<file path="config.mk">
export PLATFORM = sky130hd
export DESIGN_NAME = cpu_inst_encode_flat
export DESIGN_NICKNAME = d
export VERILOG_FILES = /design/src/rtl/cpu_inst_encode_if.sv /design/src/rtl/cpu_inst_encode.sv /design/src/flat_wrapper.sv
export SDC_FILE = /design/constraint.sdc
export NUM_CORES = 1
export LEC_CHECK = 0
export CAP_MARGIN = 5
export CELL_PAD_IN_SITES_DETAIL_PLACEMENT = 0
export CELL_PAD_IN_SITES_GLOBAL_PLACEMENT = 1
export CORE_MARGIN = 10
export CORE_UTILIZATION = 34
export CTS_BUF_LIST = sky130_fd_sc_hd__clkbuf_16
export DETAILED_ROUTE_END_ITERATION = 7
export HOLD_SLACK_MARGIN = 0.1
export PLACE_DENSITY_LB_ADDON = 0.1
export SYNTH_ARGS = -nofsm -noshare
export SYNTH_HDL_FRONTEND = slang
export SYNTH_SLANG_ARGS = --single-unit
</file>
<file path="constraint.sdc">
create_clock -name i_clock -period 3.4 [get_ports i_clock]
set_clock_uncertainty 0.05 [all_clocks]
set_input_delay 0.85 -clock i_clock [delete_from_list [all_inputs] [get_ports i_clock]]
set_output_delay 0.85 -clock i_clock [all_outputs]
set_load 0.01 [all_outputs]
</file>
<file path="src/rtl/cpu_inst_encode_if.sv">
// Request/response bundle between an instruction producer and the encoder.
// Master drives the request fields; slave returns the encoded word.
interface cpu_inst_encode_if #(
  parameter int TAG_WIDTH = 8
);
  logic                 i_valid;
  logic                 o_ready;
  logic [2:0]           i_format;
  logic [6:0]           i_opcode;
  logic [2:0]           i_funct3;
  logic [6:0]           i_funct7;
  logic [4:0]           i_rd;
  logic [4:0]           i_rs1;
  logic [4:0]           i_rs2;
  logic [31:0]          i_imm;
  logic                 i_stall;
  logic [TAG_WIDTH-1:0] o_tag;
  logic [31:0]          o_instruction;
  logic                 o_error;

  modport master (
    output i_valid,
    output i_format,
    output i_opcode,
    output i_funct3,
    output i_funct7,
    output i_rd,
    output i_rs1,
    output i_rs2,
    output i_imm,
    output i_stall,
    input  o_ready,
    input  o_tag,
    input  o_instruction,
    input  o_error
  );

  modport slave (
    input  i_valid,
    input  i_format,
    input  i_opcode,
    input  i_funct3,
    input  i_funct7,
    input  i_rd,
    input  i_rs1,
    input  i_rs2,
    input  i_imm,
    input  i_stall,
    output o_ready,
    output o_tag,
    output o_instruction,
    output o_error
  );
endinterface

</file>
<file path="src/rtl/cpu_inst_encode.sv">
// RV32 instruction encoder: packs decoded fields into a 32-bit word,
// expands the LI pseudo-op into LUI(+ADDI) and flags malformed requests.
module cpu_inst_encode #(
  parameter int TAG_WIDTH = 8
) (
  input logic              i_clock,
  input logic              i_reset,
  cpu_inst_encode_if.slave bus
);

  localparam logic [2:0] F_R  = 3'd0;
  localparam logic [2:0] F_I  = 3'd1;
  localparam logic [2:0] F_S  = 3'd2;
  localparam logic [2:0] F_B  = 3'd3;
  localparam logic [2:0] F_U  = 3'd4;
  localparam logic [2:0] F_J  = 3'd5;
  localparam logic [2:0] F_LI = 3'd6;

  localparam logic [6:0] OP_LUI  = 7'b0110111;
  localparam logic [6:0] OP_ADDI = 7'b0010011;

  typedef enum logic {
    S_IDLE,
    S_LI_LO
  } state_e;

  state_e               state_q, state_d;
  logic [TAG_WIDTH-1:0] tag_q, tag_d;
  logic [31:0]          instr_q, instr_d;
  logic                 err_q, err_d;
  logic [4:0]           rd_q, rd_d;
  logic [11:0]          lo_q, lo_d;

  logic        accept;
  logic        ready;
  logic [31:0] imm;
  logic        fits12;
  logic        fits13;
  logic        fits21;
  logic        lo_zero;
  logic [19:0] li_hi;
  logic        enc_ok;
  logic        li_split;
  logic [31:0] enc_word;
  logic [31:0] addi_lo;

  logic is_r, is_i, is_s, is_b;
  logic is_u, is_j, is_li;

  assign imm = bus.i_imm;

  // Sign-range tests: upper bits must all equal the sign bit.
  assign fits12  = (&imm[31:11]) | ~(|imm[31:11]);
  assign fits13  = (&imm[31:12]) | ~(|imm[31:12]);
  assign fits21  = (&imm[31:20]) | ~(|imm[31:20]);
  assign lo_zero = ~(|imm[11:0]);

  // Upper part rounded so the sign-extended low ADDI lands on imm.
  assign li_hi = imm[31:12] + {19'd0, imm[11]};

  assign is_r  = bus.i_format == F_R;
  assign is_i  = bus.i_format == F_I;
  assign is_s  = bus.i_format == F_S;
  assign is_b  = bus.i_format == F_B;
  assign is_u  = bus.i_format == F_U;
  assign is_j  = bus.i_format == F_J;
  assign is_li = bus.i_format == F_LI;

  assign ready  = ~i_reset
                & (state_q == S_IDLE)
                & ~bus.i_stall;
  assign accept = bus.i_valid & ready;

  assign addi_lo = {lo_q, rd_q, 3'b000,
                    rd_q, OP_ADDI};

  always_comb begin
    enc_ok   = 1'b0;
    li_split = 1'b0;
    enc_word = 32'd0;
    unique case (1'b1)
      is_r: begin
        enc_ok   = 1'b1;
        enc_word = {bus.i_funct7, bus.i_rs2,
                    bus.i_rs1, bus.i_funct3,
                    bus.i_rd, bus.i_opcode};
      end
      is_i: begin
        enc_ok   = fits12;
        enc_word = {imm[11:0], bus.i_rs1,
                    bus.i_funct3, bus.i_rd,
                    bus.i_opcode};
      end
      is_s: begin
        enc_ok   = fits12;
        enc_word = {imm[11:5], bus.i_rs2,
                    bus.i_rs1, bus.i_funct3,
                    imm[4:0], bus.i_opcode};
      end
      is_b: begin
        enc_ok   = fits13 & ~imm[0];
        enc_word = {imm[12], imm[10:5],
                    bus.i_rs2, bus.i_rs1,
                    bus.i_funct3, imm[4:1],
                    imm[11], bus.i_opcode};
      end
      is_u: begin
        enc_ok   = lo_zero;
        enc_word = {imm[31:12], bus.i_rd,
                    bus.i_opcode};
      end
      is_j: begin
        enc_ok   = fits21 & ~imm[0];
        enc_word = {imm[20], imm[10:1],
                    imm[11], imm[19:12],
                    bus.i_rd, bus.i_opcode};
      end
      is_li: begin
        enc_ok = 1'b1;
        if (fits12) begin
          enc_word = {imm[11:0], 5'd0, 3'b000,
                      bus.i_rd, OP_ADDI};
        end else begin
          li_split = ~lo_zero;
          enc_word = {li_hi, bus.i_rd, OP_LUI};
        end
      end
      default: begin
        enc_ok = 1'b0;
      end
    endcase
  end

  always_comb begin
    state_d = state_q;
    tag_d   = tag_q;
    instr_d = instr_q;
    err_d   = 1'b0;
    rd_d    = rd_q;
    lo_d    = lo_q;
    if (state_q == S_LI_LO) begin
      if (!bus.i_stall) begin
        instr_d = addi_lo;
        tag_d   = tag_q + TAG_WIDTH'(1);
        state_d = S_IDLE;
      end
    end else if (accept) begin
      if (enc_ok) begin
        instr_d = enc_word;
        tag_d   = tag_q + TAG_WIDTH'(1);
        if (li_split) begin
          state_d = S_LI_LO;
          rd_d    = bus.i_rd;
          lo_d    = imm[11:0];
        end
      end else begin
        err_d = 1'b1;
      end
    end
  end

  always_ff @(posedge i_clock) begin
    if (i_reset) begin
      state_q <= S_IDLE;
      tag_q   <= '0;
      instr_q <= 32'd0;
      err_q   <= 1'b0;
      rd_q    <= 5'd0;
      lo_q    <= 12'd0;
    end else begin
      state_q <= state_d;
      tag_q   <= tag_d;
      instr_q <= instr_d;
      err_q   <= err_d;
      rd_q    <= rd_d;
      lo_q    <= lo_d;
    end
  end

  assign bus.o_ready       = ready;
  assign bus.o_tag         = tag_q;
  assign bus.o_instruction = instr_q;
  assign bus.o_error       = err_q;

endmodule
</file>
<file path="src/flat_wrapper.sv">
// flat-port wrapper written by rule: the top's interface ports become plain ports
module cpu_inst_encode_flat 
#(
  parameter int TAG_WIDTH = 8
)
  (i_clock, i_reset, bus_i_valid, bus_i_format, bus_i_opcode, bus_i_funct3, bus_i_funct7, bus_i_rd, bus_i_rs1, bus_i_rs2, bus_i_imm, bus_i_stall, bus_o_ready, bus_o_tag, bus_o_instruction, bus_o_error);
  cpu_inst_encode_if #(.TAG_WIDTH(TAG_WIDTH)) bus_i ();
  input logic i_clock;
  input logic i_reset;
  input wire logic [$bits(bus_i.i_valid)-1:0] bus_i_valid;
  input wire logic [$bits(bus_i.i_format)-1:0] bus_i_format;
  input wire logic [$bits(bus_i.i_opcode)-1:0] bus_i_opcode;
  input wire logic [$bits(bus_i.i_funct3)-1:0] bus_i_funct3;
  input wire logic [$bits(bus_i.i_funct7)-1:0] bus_i_funct7;
  input wire logic [$bits(bus_i.i_rd)-1:0] bus_i_rd;
  input wire logic [$bits(bus_i.i_rs1)-1:0] bus_i_rs1;
  input wire logic [$bits(bus_i.i_rs2)-1:0] bus_i_rs2;
  input wire logic [$bits(bus_i.i_imm)-1:0] bus_i_imm;
  input wire logic [$bits(bus_i.i_stall)-1:0] bus_i_stall;
  output wire logic [$bits(bus_i.o_ready)-1:0] bus_o_ready;
  output wire logic [$bits(bus_i.o_tag)-1:0] bus_o_tag;
  output wire logic [$bits(bus_i.o_instruction)-1:0] bus_o_instruction;
  output wire logic [$bits(bus_i.o_error)-1:0] bus_o_error;
  assign bus_i.i_valid = bus_i_valid;
  assign bus_i.i_format = bus_i_format;
  assign bus_i.i_opcode = bus_i_opcode;
  assign bus_i.i_funct3 = bus_i_funct3;
  assign bus_i.i_funct7 = bus_i_funct7;
  assign bus_i.i_rd = bus_i_rd;
  assign bus_i.i_rs1 = bus_i_rs1;
  assign bus_i.i_rs2 = bus_i_rs2;
  assign bus_i.i_imm = bus_i_imm;
  assign bus_i.i_stall = bus_i_stall;
  assign bus_o_ready = bus_i.o_ready;
  assign bus_o_tag = bus_i.o_tag;
  assign bus_o_instruction = bus_i.o_instruction;
  assign bus_o_error = bus_i.o_error;
  cpu_inst_encode #(.TAG_WIDTH(TAG_WIDTH)) u_core (.i_clock(i_clock), .i_reset(i_reset), .bus(bus_i));
endmodule
</file>
**Word level (Yosys, flattened, before mapping)**

Index checks and enable logic that the tools add are counted.

- Register bits after elaboration: 59
- Input bits: 71
- Output and inout port bits: 42
- Logic and storage cells: 66

- Add/subtract/negate cells: 2
- Equal/unequal tests: 7
- Muxes and demuxes: 19
- Bitwise operators: 17
- Reduce and logical (&&, ||, !) cells: 15

Operators by type and width:

| operator | count |
|---|---|
| $pmux 32 s7 | 1 |
| $mux 32 | 5 |
| $mux 8 | 4 |
| $reduce_or 12->1 | 2 |
| $reduce_and 21->1 | 1 |
| $reduce_or 21->1 | 1 |
| $add 20x1->20 | 1 |
| $reduce_and 20->1 | 1 |
| $reduce_or 20->1 | 1 |
| $reduce_and 12->1 | 1 |
| $eq 3x3->1 const B | 3 |
| $not 1->1 | 9 |
| $add 8x1->8 const B | 1 |
| $mux 1 | 8 |
| $eq 3x2->1 const B | 2 |
| $and 1x1->1 | 5 |
| $pmux 1 s5 | 1 |
| $reduce_and 4->1 | 1 |
| $reduce_bool 2->1 | 2 |
| $reduce_or 2->1 | 2 |
| $eq 3x1->1 const B | 1 |
| $logic_not 3->1 | 1 |
| $or 1x1->1 | 3 |
| $reduce_and 3->1 | 1 |
| 2 further kinds | 2 |

**Logic depth before layout (Yosys ltp)**

Gate-level depths: netlist (run 1).

- Depth in word-level cells: 9
- Gate-level depth with buffers: 11

**Worst setup path after synthesis (run 1)**

OpenSTA, ideal clock, no wires.

- Kind: input port to flip-flop
- From: input port bus_i_imm[20]
- To: register u_core.tag_q[0] (netlist: u_core.bus.o_tag[0])
- Library setup time: 128 ps
- Data arrival time: 2496 ps
- Data required time: 3222 ps
- Setup slack: 726 ps
- Cell stages on the path: 11
- Buffers on the path: 4
- Path through: buf_2 -> nor4_1 -> and3_1 -> buf_2 -> a22o_1 -> a41o_1 -> or2_1 -> buf_4 -> buf_4 -> xnor2_1 -> nor2_1

- Longest elaborated chain between the ends: 7

Ends and longest elaborated chain:

| item | line | RTL |
|---|---|---|
| start, declared | flat_wrapper.sv:18 | `input wire logic [$bits(bus_i.i_imm)-1:0] bus_i_imm;` |
| $reduce_or 20->1 or $reduce_or 12->1 (tied branches) | cpu_inst_encode.sv:54, cpu_inst_encode.sv:55 |  |
| $not 1->1 (on tied branches) | cpu_inst_encode.sv:54, cpu_inst_encode.sv:55 |  |
| $or 1x1->1 (on tied branches) | cpu_inst_encode.sv:54, cpu_inst_encode.sv:55 |  |
| $and 1x1->1 (on tied branches) | cpu_inst_encode.sv:101, cpu_inst_encode.sv:113 |  |
| $pmux 1 s5 * | cpu_inst_encode.sv:81 | `unique case (1'b1)` |
| $reduce_bool 2->1 (no source line) * | n/a |  |
| $reduce_and 3->1 (no source line) * | n/a |  |
| end signal, assigned | cpu_inst_encode.sv:172 | `tag_q <= tag_d;` |
| end, declared | cpu_inst_encode.sv:28 | `logic [TAG_WIDTH-1:0] tag_q, tag_d;` |

Every way passes the cells marked *; elsewhere a longest branch is shown, timed or not.
A chain may end at the register's enable or synchronous reset.

**Worst setup path after layout (run 1)**

- From: input port bus_i_stall
- To: output port bus_o_ready

- Longest elaborated chain between the ends: 2

Ends and longest elaborated chain:

| item | line | RTL |
|---|---|---|
| start, declared | flat_wrapper.sv:19 | `input wire logic [$bits(bus_i.i_stall)-1:0] bus_i_stall;` |
| $not 1->1 | cpu_inst_encode.sv:71 | `& ~bus.i_stall;` |
| $and 1x1->1 | cpu_inst_encode.sv:71 |  |
| end, declared | flat_wrapper.sv:20 | `output wire logic [$bits(bus_i.o_ready)-1:0] bus_o_ready;` |

No other way between the ends.

==> results_dict.tcl, run 1 <==
set metrics [dict create \
    dr_wl_met3_mm 1.01 \
    cp_max_fo 3 \
    ys_top_cells_by_area "dfxtp_1 (31%), mux2i_1 (6.4%), nor2_1 (6.3%)" \
    timing.critical_path.to "bus_o_ready" \
    finalSetupViolations 0 \
    cp-startpoint "bus_i_stall" \
    syn_area_per_cell_um2 7.93 \
    required_ps 2500 \
    fp-row-count 38 \
    synth_top_area_share 0.314 \
    p_leak_nw 2.13 \
    sw_frac_of_total 0.267 \
    clk_pin_slew_ps 50 \
    endpoint_kind "output port" \
    start_kind "primary input" \
    grt_pass1_wl_mm 22.3 \
    port_buffers 112 \
    die_y_um 125 \
    synth_edf_count 0 \
    firstDrtPassIters 5 \
    cts_sinks 59 \
    dp_cells 740 \
    grt_pass1_vias 4111 \
    hold_violations 0 \
    rr_startpoint "u_core.state_q" \
    cts_made_buffers 9 \
    yosysTopAreaCell "dfxtp_1" \
    cts_htree_levels 3 \
    clock.fmax_mhz 311 \
    cts-hold-fix-buffers 0 \
    fin_nets 686 \
    maxCapViolations 0 \
    max-slew-margin-rel 0.546 \
    crit_path_cell_trace "clkdlybuf4s50_1 > nor3_1 > clkdlybuf4s50_1" \
    diodes 0 \
    drc 0 \
    status "finished clean" \
    synthTopCellsByCount "nor2_1 (63), dfxtp_1 (59), nand2_1 (47), a21oi_1 (29), o21ai_0 (26)" \
    antenna_left 0 \
    postSynthNetCount 550 \
    netlist_area_um2 3760 \
    p_int_mw 1.37 \
    synthCells 475 \
    crit_path_frequent_cell "clkdlybuf4s50_1" \
    via_per_inst 5.42 \
    ys_seq_area_frac 0.314 \
    clk-insertion-delay-late_ps 320 \
    setup_ws_ps 182 \
    ys_async_sr_fraction 0 \
    critPathKind "primary input to output port" \
    final.min_clock_period_ps 3220 \
    drtIter0Drc 353 \
    top_layer_used "met4" \
    p_clk_frac 0.424 \
    rsz0062_at_grt "no" \
    antenna_found_initial 0 \
    min_path_type "flip-flop to flip-flop" \
    root_buffer "clkbuf_16" \
    power_density_nw_per_um2 337 \
    rr_worst_depth 7 \
    io_pins 113 \
    ys_ff_latch 59 \
    met1_length_mm 6.31 \
    regToRegSetupSlack_ps 1400 \
    grt_use_total 0.170 \
    post-cts-setup-buffers 0 \
    fin_area_um2 5530 \
    tightest_slew_ps 680 \
    met2_wirelength_mm 6.35 \
    r2r-end "u_core.bus.o_instruction[5]" \
    finalSetupTns_ps 0 \
    cpPeakStageDelay_ps 660 \
    min-delay-start "u_core.bus.o_instruction[10]" \
    cp.arrival_ps 2320 \
    wl_per_cell_um 18.2 \
    coreArea_um2 10800 \
    synthToLayoutAreaGrowth_pct 47.0 \
    final_max_slew_viol_count 0 \
    vias 4094 \
    drive_above_1_share 0.141 \
    seqPwrFrac 0.381 \
    synth_flop_cell "dfxtp_1" \
    dp_hpwl_mm 10.8 \
    die_x_um 125 \
    synth_cell_types 61 \
    period_share 0.946 \
    power.total_mw 1.87 \
    cts.repair.resized 0 \
    die_area_um2 15700 \
    critical_path.slowest_cell "clkdlybuf4s50_1" \
    cts_max_path_buffers 2 \
    yosys_warnings 0 \
    tritoncts "built" \
    p_comb_frac 0.195 \
    pre_cts_ws_ps 70.2 \
    initial_utilization 0.347 \
    place.gp.congestion 0.905 \
    ir_worst_vdd_uv 223 \
    synthMostInstantiatedCell "nor2_1" \
    instances_no_fill 755 \
    power.switching_uw 499 \
    grt_max_degree 60 \
    fin_util 0.510 \
    routed_wirelength_mm 13.8 \
    grt-ovfl-total 0 \
    holdWs_ps 400 \
    placed_area_um2 5270 \
]
## worst max-delay path, delay by kind of cell
kind	cells	cell delay, ps
AND/OR/NAND/NOR	1	350
buffers and inverters	2	1110
## final cells by class
type                    count  area (µm²)
fillers                  1088        5310
multi-input cells         374        2380
repair buffers            159        1510
flip-flops and latches     59        1180
clock buffers               9         225
well taps                 140         175
clock inverters             6        33.8
inverters                   8        30.0
## sequential cells by signal, summed over array words and instances (netlist names)
register	flops
u_core.bus.o_error	1
u_core.lo_q	12
u_core.bus.o_instruction	32
u_core.state_q	1
u_core.rd_q	5
u_core.bus.o_tag	8
## metal layers
| layer | track usage | vias to the layer above |
|---|---|---|
| li1 | - | 2021 |
| met1 | 0.226 | 1896 |
| met2 | 0.273 | 167 |
| met3 | 0.0410 | 10 |
| met4 | 0.0359 | 0 |
| met5 | 0 | - |
## power by group through the flow
stage          registers (mW)  clock network [mW]  logic (mW)
2_1_floorplan           0.729                   0       0.148
3_3_place_gp            0.725                   0       0.360
3_5_place_dp            0.726                   0       0.360
4_1_cts                 0.711               0.814       0.362
5_1_grt                 0.712               0.848       0.393
6_report                0.711               0.792       0.363
## cells by family (layout without fill, tap and decap cells)
kind of cell               Yosys count  count (layout)  share of synthesized area
AOI/OAI and AO/OA                  131             131                      0.255
xor gates and xnor gates            16              16                     0.0372
adders and majority gates            4               4                     0.0133
buffers and inverters               42             182                     0.0538
DFF                                 59              59                      0.314
muxes                               25              25                     0.0668
and+or+nand+nor                    198             198                      0.260
## layout by cell type (no fill, tap or decap), drive strengths merged, types with 2 or more instances in the layout
cell,count
dfxtp,59
ha,4
a22oi,18
o2bb2ai,9
nand2b,4
clkinv,5
xnor2,2
or4,2
nand3,17
nor2b,7
a211oi,9
xor2,14
nor2,65
nor3,24
mux2i,24
a221oi,6
nand4,7
a21oi,29
a21o,2
or2,3
a32oi,2
and2,3
inv,7
clkdlybuf4s50,111
buf,48
a2111oi,3
a31oi,10
clkinvlp,2
or3,8
clkbuf,9
o21ai,26
a22o,2
and3,3
nand2,48
nor4,6
a311oi,5
a31o,3
## how the worst min path moves through the flow
stage	slack (ps)	to	cells past startpoint
2_1_floorplan	410	u_core.rd_q[1]	2
3_3_place_gp	390	u_core.bus.o_instruction[2]	2
3_5_place_dp	400	u_core.bus.o_instruction[10]	2
4_1_cts	410	u_core.bus.o_instruction[10]	2
5_1_grt	420	u_core.bus.o_instruction[9]	2
6_report	400	u_core.bus.o_instruction[10]	2
Power figures use the tool's default switching activity.
==> inputs of run 2 (changes only) <==
Settings changed: CORE_ASPECT_RATIO set to 1.2, SLEW_MARGIN set to 5.
Clock period 3.4 ns to 3.7 ns, I/O delays scaled along.
==> run 2 against run 1 <==
Effect of this change: design area increased by 3.0%; first-iteration DRC count decreased by 25%; critical endpoint unchanged; final cell count increased by 2.0%; routed wire length increased by 1.5%; total power decreased by 3.5%; sequential share of layout area decreased by 0.62 points; worst hold slack improved by 6.0 ps; non-clock buffer count increased by 22; via count increased by 2.2%; global-route usage increased by 0.71 points; clock power increased by 2%; register-to-register slack got worse by 20 ps.
==> results_dict.tcl, run 2 (synthesis gave the netlist of run 1 again) <==
set metrics [dict create \
    status "finished clean" \
    die_x_um 116 \
    sw_frac_of_total 0.257 \
    power_density_nw_per_um2 316 \
    seqCellArea_um2 1180 \
    largest_register_ffs 32 \
    r2r-end "u_core.bus.o_tag[5]" \
    diodes 0 \
    multi_input_area_um2 2380 \
    tritoncts "built" \
    cts_made_buffers 9 \
    fin_nets 708 \
    grt_pass1_vias 4234 \
    drive_above_1_share 0.171 \
    die_y_um 135 \
    clk-insertion-delay-late_ps 320 \
    synthToLayoutAreaGrowth_pct 51.3 \
    p_leak_nw 2.26 \
    min_path_cells 2 \
    setup_ws_ps 272 \
    p_comb_frac 0.191 \
    hold_violations 0 \
    initial_utilization 0.344 \
    die_area_um2 15700 \
    fin_util 0.521 \
    placed_area_um2 5400 \
    clock.fmax_mhz 292 \
    min-delay-start "u_core.bus.o_instruction[11]" \
    routed_wirelength_mm 14.0 \
    holdPathEnd "u_core.bus.o_instruction[11]" \
    p_clk_frac 0.447 \
    start_kind "primary input" \
    power.total_mw 1.80 \
    seqPwrFrac 0.362 \
    grt_max_degree 60 \
    pre_cts_ws_ps -230 \
    final_common_cell "clkdlybuf4s50_1" \
    max-slew-margin-rel 0.552 \
    drtIter0Drc 264 \
    clk_pin_slew_ps 50 \
    dp_hpwl_mm 10.9 \
    required_ps 2720 \
    grt-ovfl-total 0 \
    rsz0062_at_grt "no" \
    endpoint_kind "output port" \
    cp.arrival_ps 2450 \
    fp-row-count 42 \
    p_int_mw 1.34 \
    cts.repair.resized 0 \
    tightest_slew_ps 672 \
    final.min_clock_period_ps 3430 \
    final_max_slew_viol_count 0 \
    rr_startpoint "u_core.state_q" \
    io_pins 113 \
    grt_use_total 0.177 \
    vias 4184 \
    cts_sinks 59 \
    ir_worst_vdd_uv 176 \
    min_path_type "flip-flop to flip-flop" \
    via_per_inst 5.43 \
    holdWs_ps 406 \
    final_cell_mix "clkdlybuf4s50_1 (111), buf_4 (67), nor2_1 (63)" \
    power.switching_uw 463 \
    dp_cells 753 \
    root_buffer "clkbuf_16" \
    fin_area_um2 5700 \
    cts_htree_levels 3 \
    cp_max_fo 3 \
    finalSetupViolations 0 \
    maxCapViolations 0 \
    fillers 1108 \
    antenna_left 0 \
    rr_worst_depth 8 \
    coreArea_um2 10900 \
    wl_per_cell_um 18.2 \
    grt_pass1_wl_mm 22.1 \
    post-cts-setup-buffers 0 \
    place.gp.congestion 0.898 \
    regToRegSetupSlack_ps 1380 \
    period_share 0.927 \
    firstDrtPassIters 6 \
    instances_no_fill 770 \
    critPathKind "primary input to output port" \
    antenna_found_initial 0 \
    cts_max_path_buffers 2 \
    finalSetupTns_ps 0 \
    drc 0 \
    port_buffers 112 \
    cts-hold-fix-buffers 0 \
]
run 2: critical path: stages:
cell	delay, ps
clkdlybuf4s50_1	470
nor3_1	390
clkdlybuf4s50_1	660
run 2: routing by layer:
metal,vias up,wire (µm),track usage,part of all wire
met5,-,0,0,0
met4,0,253,0.0634,0.018
met3,19,759,0.0328,0.054
met2,129,6720,0.290,0.48
met1,1977,6240,0.226,0.45
li1,2059,-,-,-
run 2: final cells by class:
cell class / instances / area share
inverter: 8 / 0.00527
clock buffer: 9 / 0.0395
tap: 132 / 0.0290
sequential: 59 / 0.207
multi-input combinational: 374 / 0.418
clock inverter: 7 / 0.0108
timing repair buffer: 181 / 0.290
run 2: worst max-delay path by stage:
stage	from	end	slack, ps
after detailed placement	bus_i_format[1]	u_core.bus.o_instruction[18]	-230
after CTS	bus_i_format[1]	u_core.bus.o_instruction[17]	120
final	bus_i_stall	bus_o_ready	270
after global placement	bus_i_format[1]	u_core.bus.o_instruction[17]	-90
after floorplan	bus_i_imm[20]	u_core.bus.o_tag[0]	950
after global routing	bus_i_format[2]	u_core.bus.o_instruction[26]	150
run 2: power by group through the flow:
stage,clock [mW],sequential [mW],combinational [mW]
global route,0.850,0.654,0.374
global placement,0,0.666,0.341
CTS,0.820,0.653,0.343
floorplan,0,0.670,0.136
finish,0.804,0.653,0.344
detailed placement,0,0.667,0.342
==> inputs of run 3 (changes only) <==
Settings changed: SLEW_MARGIN 5 to unset.
==> results of run 3 <==
The final DEF is identical to that of run 2; final timing and power are the same.
